[config.mk]
export PLATFORM = sky130hd
export DESIGN_NAME = mbgd_dot_prod_acc
export DESIGN_NICKNAME = d
export VERILOG_FILES = /design/src/rtl/mbgd_dot_prod_acc.sv
export SDC_FILE = /design/constraint.sdc
export NUM_CORES = 2
export LEC_CHECK = 0
export CAP_MARGIN = 15
export CORE_MARGIN = 2
export CORE_UTILIZATION = 40
export DETAILED_ROUTE_END_ITERATION = 12
export PLACE_DENSITY = 0.56
export SETUP_SLACK_MARGIN = 0.02
export SLEW_MARGIN = 15
export SYNTH_ARGS = -nofsm -noshare
export SYNTH_HDL_FRONTEND = slang
export SYNTH_SLANG_ARGS = --single-unit
[constraint.sdc]
create_clock -name clk -period 9.9 [get_ports clk]
set_clock_uncertainty 0.2 [all_clocks]
set_input_delay 2.475 -clock clk [delete_from_list [all_inputs] [get_ports clk]]
set_output_delay 2.475 -clock clk [all_outputs]
set_load 0.03 [all_outputs]
[src/rtl/mbgd_dot_prod_acc.sv]
// ---------------------------------------------------------------------------
// mbgd_dot_prod_acc
//   Streaming dot-product accumulator. Each accepted beat carries N lane pairs
//   (a, b). The beat is multiplied lane by lane, the N products are reduced by
//   an adder tree, and beat sums are accumulated until the beat marked last.
//   The whole-vector result is then presented on the output handshake.
//   Pipeline: multiply -> reduce -> accumulate. A last beat accepted in cycle
//   t gives out_valid_o in cycle t+3. The entire pipeline freezes while a
//   result is held unconsumed.
//
// Ports
//   clk             clock; all state updates on the rising edge
//   reset           synchronous, active-high reset
//   in_valid_i      beat valid
//   in_ready_o      beat accepted when in_valid_i && in_ready_o
//   in_a_i, in_b_i  N lanes of DW bits; lane k at [(k+1)*DW-1 : k*DW]
//   in_last_i       beat is the final beat of its vector
//   in_signed_i     lanes are two's complement (1) or unsigned (0)
//   out_valid_o     result valid
//   out_ready_i     result consumed when out_valid_o && out_ready_i
//   out_data_o      vector dot product, AW bits, wraps modulo 2^AW
//   out_beats_o     beat count of the reported vector (saturates)
//   err_overflow_o  sticky: beat-count overflow or signedness mismatch
// ---------------------------------------------------------------------------
module mbgd_dot_prod_acc #(
  parameter  int N         = 8,
  parameter  int DW        = 8,
  parameter  int MAX_BEATS = 16,
  localparam int PW        = 2 * DW,
  localparam int TW        = PW + $clog2(N),
  localparam int BW        = $clog2(MAX_BEATS) + 1,
  localparam int AW        = TW + BW
) (
  input  logic            clk,
  input  logic            reset,
  input  logic            in_valid_i,
  output logic            in_ready_o,
  input  logic [DW*N-1:0] in_a_i,
  input  logic [DW*N-1:0] in_b_i,
  input  logic            in_last_i,
  input  logic            in_signed_i,
  output logic            out_valid_o,
  input  logic            out_ready_i,
  output logic [AW-1:0]   out_data_o,
  output logic [BW-1:0]   out_beats_o,
  output logic            err_overflow_o
);

  typedef enum logic [0:0] {
    S_IDLE  = 1'b0,
    S_ACCUM = 1'b1
  } state_e;

  localparam logic [BW-1:0] CNT_ONE = {{(BW-1){1'b0}}, 1'b1};
  localparam logic [BW-1:0] CNT_MAX = BW'(MAX_BEATS);

  // Operands are extended to PW bits first, so the PW-bit truncated product
  // is exact for both the signed and the unsigned interpretation.
  function automatic logic [PW-1:0] lane_mul(input logic [DW-1:0] a,
                                             input logic [DW-1:0] b,
                                             input logic          sgn);
    logic [PW-1:0] ea;
    logic [PW-1:0] eb;
    ea = sgn ? {{DW{a[DW-1]}}, a} : {{DW{1'b0}}, a};
    eb = sgn ? {{DW{b[DW-1]}}, b} : {{DW{1'b0}}, b};
    return ea * eb;
  endfunction

  function automatic logic [TW-1:0] prod_ext(input logic [PW-1:0] p,
                                             input logic          sgn);
    return sgn ? {{(TW-PW){p[PW-1]}}, p} : {{(TW-PW){1'b0}}, p};
  endfunction

  function automatic logic [AW-1:0] sum_ext(input logic [TW-1:0] s,
                                            input logic          sgn);
    return sgn ? {{BW{s[TW-1]}}, s} : {{BW{1'b0}}, s};
  endfunction

  logic              stall_s;
  logic [N*PW-1:0]   s1_prod_d, s1_prod_q;
  logic              s1_valid_q, s1_last_q, s1_signed_q;
  logic [TW-1:0]     s2_sum_d, s2_sum_q;
  logic              s2_valid_q, s2_last_q, s2_signed_q;
  state_e            state_d, state_q;
  logic [AW-1:0]     acc_d, acc_q;
  logic [BW-1:0]     cnt_d, cnt_q;
  logic              vec_signed_d, vec_signed_q;
  logic              err_d, err_q;
  logic              out_valid_d, out_valid_q;
  logic [AW-1:0]     out_data_d, out_data_q;
  logic [BW-1:0]     out_beats_d, out_beats_q;
  logic [AW-1:0]     ext_beat_s, ext_vec_s;
  logic              sat_s, mismatch_s;

  assign stall_s        = out_valid_q & ~out_ready_i;
  assign in_ready_o     = ~stall_s;
  assign out_valid_o    = out_valid_q;
  assign out_data_o     = out_data_q;
  assign out_beats_o    = out_beats_q;
  assign err_overflow_o = err_q;

  // Stage 1 products, one per lane.
  always_comb begin
    s1_prod_d = {(N*PW){1'b0}};
    for (int k = 0; k < N; k++) begin
      s1_prod_d[k*PW +: PW] = lane_mul(in_a_i[k*DW +: DW], in_b_i[k*DW +: DW], in_signed_i);
    end
  end

  // Stage 1 register: products plus beat sideband.
  always_ff @(posedge clk) begin
    if (reset) begin
      s1_valid_q  <= 1'b0;
      s1_last_q   <= 1'b0;
      s1_signed_q <= 1'b0;
      s1_prod_q   <= {(N*PW){1'b0}};
    end else if (!stall_s) begin
      s1_valid_q  <= in_valid_i;
      s1_last_q   <= in_last_i;
      s1_signed_q <= in_signed_i;
      s1_prod_q   <= s1_prod_d;
    end
  end

  // Stage 2 reduction of the lane products into one beat sum.
  always_comb begin
    s2_sum_d = {TW{1'b0}};
    for (int k = 0; k < N; k++) begin
      s2_sum_d = s2_sum_d + prod_ext(s1_prod_q[k*PW +: PW], s1_signed_q);
    end
  end

  // Stage 2 register: beat sum plus sideband.
  always_ff @(posedge clk) begin
    if (reset) begin
      s2_valid_q  <= 1'b0;
      s2_last_q   <= 1'b0;
      s2_signed_q <= 1'b0;
      s2_sum_q    <= {TW{1'b0}};
    end else if (!stall_s) begin
      s2_valid_q  <= s1_valid_q;
      s2_last_q   <= s1_last_q;
      s2_signed_q <= s1_signed_q;
      s2_sum_q    <= s2_sum_d;
    end
  end

  // A vector's first beat fixes its signedness; later beats extend with it.
  assign ext_beat_s = sum_ext(s2_sum_q, s2_signed_q);
  assign ext_vec_s  = sum_ext(s2_sum_q, vec_signed_q);
  assign sat_s      = (cnt_q == CNT_MAX);
  assign mismatch_s = s2_signed_q ^ vec_signed_q;

  // Stage 3 accumulator FSM and output slot next-state.
  always_comb begin
    state_d      = state_q;
    acc_d        = acc_q;
    cnt_d        = cnt_q;
    vec_signed_d = vec_signed_q;
    err_d        = err_q;
    // A consumed result drops unless replaced below in the same cycle.
    out_valid_d  = out_valid_q & ~out_ready_i;
    out_data_d   = out_data_q;
    out_beats_d  = out_beats_q;
    if (s2_valid_q && !stall_s) begin
      case (state_q)
        S_IDLE: begin
          acc_d        = ext_beat_s;
          cnt_d        = CNT_ONE;
          vec_signed_d = s2_signed_q;
          if (s2_last_q) begin
            out_valid_d = 1'b1;
            out_data_d  = ext_beat_s;
            out_beats_d = CNT_ONE;
            state_d     = S_IDLE;
          end else begin
            state_d     = S_ACCUM;
          end
        end
        S_ACCUM: begin
          acc_d = acc_q + ext_vec_s;
          cnt_d = sat_s ? cnt_q : cnt_q + CNT_ONE;
          err_d = err_q | sat_s | mismatch_s;
          if (s2_last_q) begin
            out_valid_d = 1'b1;
            out_data_d  = acc_d;
            out_beats_d = cnt_d;
            state_d     = S_IDLE;
          end else begin
            state_d     = S_ACCUM;
          end
        end
        default: begin
          state_d = S_IDLE;
        end
      endcase
    end else begin
      state_d = state_q;
    end
  end

  // Stage 3 state and output registers.
  always_ff @(posedge clk) begin
    if (reset) begin
      state_q      <= S_IDLE;
      acc_q        <= {AW{1'b0}};
      cnt_q        <= {BW{1'b0}};
      vec_signed_q <= 1'b0;
      err_q        <= 1'b0;
      out_valid_q  <= 1'b0;
      out_data_q   <= {AW{1'b0}};
      out_beats_q  <= {BW{1'b0}};
    end else begin
      state_q      <= state_d;
      acc_q        <= acc_d;
      cnt_q        <= cnt_d;
      vec_signed_q <= vec_signed_d;
      err_q        <= err_d;
      out_valid_q  <= out_valid_d;
      out_data_q   <= out_data_d;
      out_beats_q  <= out_beats_d;
    end
  end

endmodule
Word-level counts from Yosys, hierarchy flattened
Cells that the tools add are included.
{"block": "op_classes", "bitwise": 7, "reduce_logical": 5, "muxes": 38, "multipliers": 8, "addsub": 9, "n_eq_ne": 3}
{"op": "two-way mux 16 bit", "count": 16}
{"op": "two-way mux 19 bit", "count": 8}
{"op": "adder 19 bit", "count": 7}
{"op": "multiplier 16 x 16 -> 16 bit", "count": 8}
{"op": "two-way mux 24 bit", "count": 4}
{"op": "case mux 24 bit (2 select lines)", "count": 2}
{"op": "adder 24 bit", "count": 1}
{"op": "case mux 5 bit (2 select lines)", "count": 2}
{"op": "two-way mux 5 bit", "count": 3}
{"op": "adder 5 x 1 -> 5 bit (second input constant)", "count": 1}
{"op": "== test 5 bit (second input constant)", "count": 1}
{"op": "inequality test 2 bit (second input constant)", "count": 2}
{"op": "AND reduction 2 bit", "count": 2}
{"op": "two-way mux 1 bit", "count": 3}
{"op": "inverter 1 bit", "count": 3}
{"op": "AND reduction 3 bit", "count": 1}
{"op": "OR 1 bit", "count": 2}
{"op": "bitwise AND 1 bit", "count": 1}
{"op": "logical AND 1 bit", "count": 1}
{"op": "zero test 1 bit", "count": 1}
{"op": "bitwise XOR 1 bit", "count": 1}
{"block": "word_totals", "reg_bits": 215, "output_inout_bits": 32, "inputBits": 134, "wordCells": 86}

Depth between registers and ports, before layout
{"block": "depth", "depth_word": 8, "depth_mapped": 29, "depth_no_buf": 23}

Worst setup path before layout
Ideal clock, no wire load.
{"block": "synth_path", "path_type": "input to register", "start": "input port in_signed_i", "end": "register s1_prod_q[94]", "setup_ps": 122, "cell_stages": 27, "path_buffers": 7, "path_slack_ps": 1188, "t_required_ps": 9578, "arrival_ps": 8390, "path_cell_list": "buf_6 > buf_4 > buf_2 > buf_2 > clkbuf_1 > clkbuf_1 > clkbuf_1 > and3_1 > ha_1 > inv_1 > fa_1 > inv_1 > fa_1 > inv_1 > fa_1 > inv_1 > fa_1 > inv_1 > fa_1 > inv_1 > ha_1 > and2_1 > a31o_2 > a21oi_1 > nor4b_1 > nor3_1 > a311o_1"}
{"block": "synth_via", "elab_chain_len": 2, "word_cells_on_any_way": 3, "classes_between": "1 x mul; 2 x mux"}
{"element": "start, declared", "line_no": "41", "text": "input logic in_signed_i,"}
{"element": "two-way mux 16 bit (on tied branches)", "line_no": "64, 65"}
{"element": "multiplier 16 x 16 -> 16 bit *", "line_no": "66", "text": "return ea * eb;"}
{"element": "end signal, assigned", "line_no": "116", "text": "s1_prod_q <= {(N*PW){1'b0}};"}
{"element": "end signal, assigned", "line_no": "121", "text": "s1_prod_q <= s1_prod_d;"}
{"element": "end, declared", "line_no": "80", "text": "logic [N*PW-1:0] s1_prod_d, s1_prod_q;"}
Every way passes the cells marked *; elsewhere a longest branch is shown, timed or not.
A chain may end at the register's enable or synchronous reset.

Worst setup path after layout
{"block": "layout_path", "start": "input port in_a_i[47]", "end": "register s1_prod_q[94]"}
{"block": "layout_via", "elab_chain_len": 2}
{"element": "start, declared", "line_no": "38", "text": "input logic [DW*N-1:0] in_a_i,"}
{"element": "two-way mux 16 bit", "line_no": "64", "text": "ea = sgn ? {{DW{a[DW-1]}}, a} : {{DW{1'b0}}, a};"}
{"element": "multiplier 16 x 16 -> 16 bit", "line_no": "66"}
No other way between the ends.

==> impl_metrics.tcl <==
set metrics [dict create \
    status "finished, final reports clean" \
    worst_slew_pin_slew_ns 0.890 \
    synth_ff_type "dfxtp_1" \
    firstDrtPassIters 5 \
    placed_cell_area_um2 43900 \
    synthArstFlopShare 0 \
    finalSetupViolations 0 \
    dieWidth_um 325 \
    syn_nets 6051 \
    cts_num_sinks 215 \
    grtUsageTotal 0.192 \
    ys_warn_count 0 \
    cts-root-buf "clkbuf_16" \
    place_ws_ns 1.22 \
    synthesis.instances 4789 \
    ant_nets 0 \
    clockBufferDepth 3 \
    io_pins 166 \
    final_area_um2 44700 \
    layout.nets 6086 \
    critPathKind "in -> reg" \
    layout_setup_ws_ns 1.77 \
    holdBufCountCts 0 \
    grt_first_pass_wirelength_um 166000 \
    fin_crit_sh 0.822 \
    synth_edf_count 0 \
    start_util 0.403 \
    end_kind "flip-flop" \
    htreeDepth 1 \
    post_cts_resized 0 \
    ys_types 76 \
    wirelength_um 98400 \
    ys_seq_area_frac 0.105 \
    grt_start_max_net_pins 163 \
    worstPathMaxFanout 11 \
    power_density_nw_per_um2 347 \
    viasPerCell 4.80 \
    fmax_ghz 0.123 \
    layout-drive-gt1-share 0.0186 \
    tns_ns 0 \
    clk_pin_slew_ns 0.07 \
    fin_crit_ns 8.13 \
    drtIter0Drc 1274 \
    cts_tree "done" \
    final_cell_mix "inv_1 (1,075), fa_1 (651), nand2_1 (477), ha_1 (477), and2_1 (429)" \
    gp_routability_congestion 0.859 \
    numCtsBuffers 25 \
    coreArea_um2 102000 \
    num_rows 117 \
    hold_viol_final 0 \
    die_h_um 325 \
    worst_slew_margin_rel 0.407 \
    layout_commonest_cell "inv_1" \
    num_vias 29800 \
    port_buffers 165 \
    drcViolationCount 0 \
    irDropWorstVdd_uv 541 \
    post-cts-setup-buffer-count 0 \
    required_ns 10.13 \
    hp-class "reg -> reg" \
    hpwl_um 81500 \
    cp-start-kind "input pin" \
    max_cap_violations 0 \
    syn_avg_cell_area_um2 8.58 \
    syn_to_final_growth_pct 8.82 \
    finalMaxSlewViolations 0 \
    fin_util 0.439 \
    gr-total-overflow 0 \
    nFillCells 10300 \
    wl_per_cell_um 15.8 \
    synth_area_um2 41100 \
    rsz0062_at_grt "false" \
    power.leakage_nw 22.1 \
    antenna_found_initial 3 \
    ys_seq_elements 215 \
    worstPathArrival_ns 8.37 \
    insertion_delay_ns 0.55 \
    finalPower_mw 15.5 \
    die_area_um2 105000 \
    first_global_vias 31500 \
]
-- synth_stat cells, types with 7 or more instances --
cell type | number | area (µm²)
inv_1 | 1075 | 4040
fa_1 | 651 | 13000
ha_1 | 477 | 5970
nand2_1 | 477 | 1790
and2_1 | 428 | 2680
a21oi_1 | 270 | 1350
xnor2_1 | 242 | 2120
dfxtp_1 | 215 | 4300
clkbuf_1 | 148 | 556
nor2_1 | 137 | 514
and3_1 | 70 | 438
o21ai_0 | 64 | 320
xor2_1 | 59 | 517
nand3_1 | 53 | 265
a21o_1 | 47 | 353
a211oi_1 | 46 | 345
nor3_1 | 37 | 185
a31oi_1 | 29 | 181
o21bai_1 | 21 | 158
or3_1 | 20 | 125
buf_1 | 17 | 63.8
mux2i_1 | 17 | 170
o31ai_1 | 17 | 128
nand2b_1 | 16 | 100
o21a_1 | 14 | 105
a31o_2 | 10 | 87.6
o211ai_1 | 9 | 67.6
or2_2 | 9 | 56.3
nor2b_1 | 8 | 50.1
xnor3_1 | 8 | 180
nand4_1 | 7 | 43.8
-- routing by layer --
metal  GRT usage  wire [µm]  part of all wire
met1       0.267      46800              0.48
met2       0.330      47200              0.48
met3      0.0154       2510             0.025
met4      0.0333       1750             0.018
met5           0         34           0.00035
-- kinds of logic after synthesis --
family | synth area share
simple gates | 0.156
buf+inv | 0.115
fa+ha+maj | 0.463
compound gates | 0.0879
xor+xnor | 0.0685
flops | 0.105
mux | 0.00496
-- area by class of cell --
type                            instances  area (µm²)  area share
Multi-Input combinational cell       3322       32100       0.717
Sequential cell                       215        4300      0.0963
Inverter                             1078        4050      0.0905
Timing Repair Buffer                  182        1790      0.0400
Tap cell                             1368        1710      0.0383
Clock buffer                           32         692      0.0155
Clock inverter                         11        92.6     0.00207
Antenna cell                            2        5.00    0.000112
-- power breakdown --
group	switching (mW)	leakage (nW)	total [mW]	internal, mW
Sequential	0.190	1.78	1.36	1.17
Combinational	7.31	19.9	13.2	5.93
Clock	0.397	0.387	0.915	0.518
-- flip-flops by register name (all words and copies together) (netlist names), 5 cells and up --
signal,cells
out_beats_o,5
acc_q,24
cnt_q,5
s1_prod_q,128
s2_sum_q,19
out_data_o,24
-- final timing paths --
kind	from	end	cells past startpoint	slack, ns
setup / recovery	in_a_i[47]	s1_prod_q[94]	22	1.77
hold / removal	s1_prod_q[66]	s1_prod_q[66]	2	0.25
setup reg to reg	s1_prod_q[50]	s2_sum_q[16]	16	4.58
hold reg to reg	s1_prod_q[66]	s1_prod_q[66]	2	0.25
-- through the flow --
step	hold WS (ns)	cells
2_1_floorplan	0.232	4789
3_3_place_gp	0.240	6165
3_5_place_dp	0.245	6165
4_1_cts	0.252	6208
5_1_grt	0.267	6208
6_report	0.249	6210
-- critical path, stage by stage --
cell	delay, ns
clkdlybuf4s50_1	0.58
and2_0	0.33
and2_1	0.18
ha_1	0.34
inv_1	0.13
fa_1	0.52
inv_1	0.06
fa_1	0.51
inv_1	0.06
fa_1	0.53
inv_1	0.05
fa_1	0.47
inv_1	0.05
fa_1	0.47
inv_1	0.04
ha_1	0.33
and2_1	0.17
a31o_2	0.22
a21oi_1	0.10
nor4b_1	0.35
nor3_1	0.11
a311o_1	0.32
No activity file was read; power rests on OpenSTA's default activity.
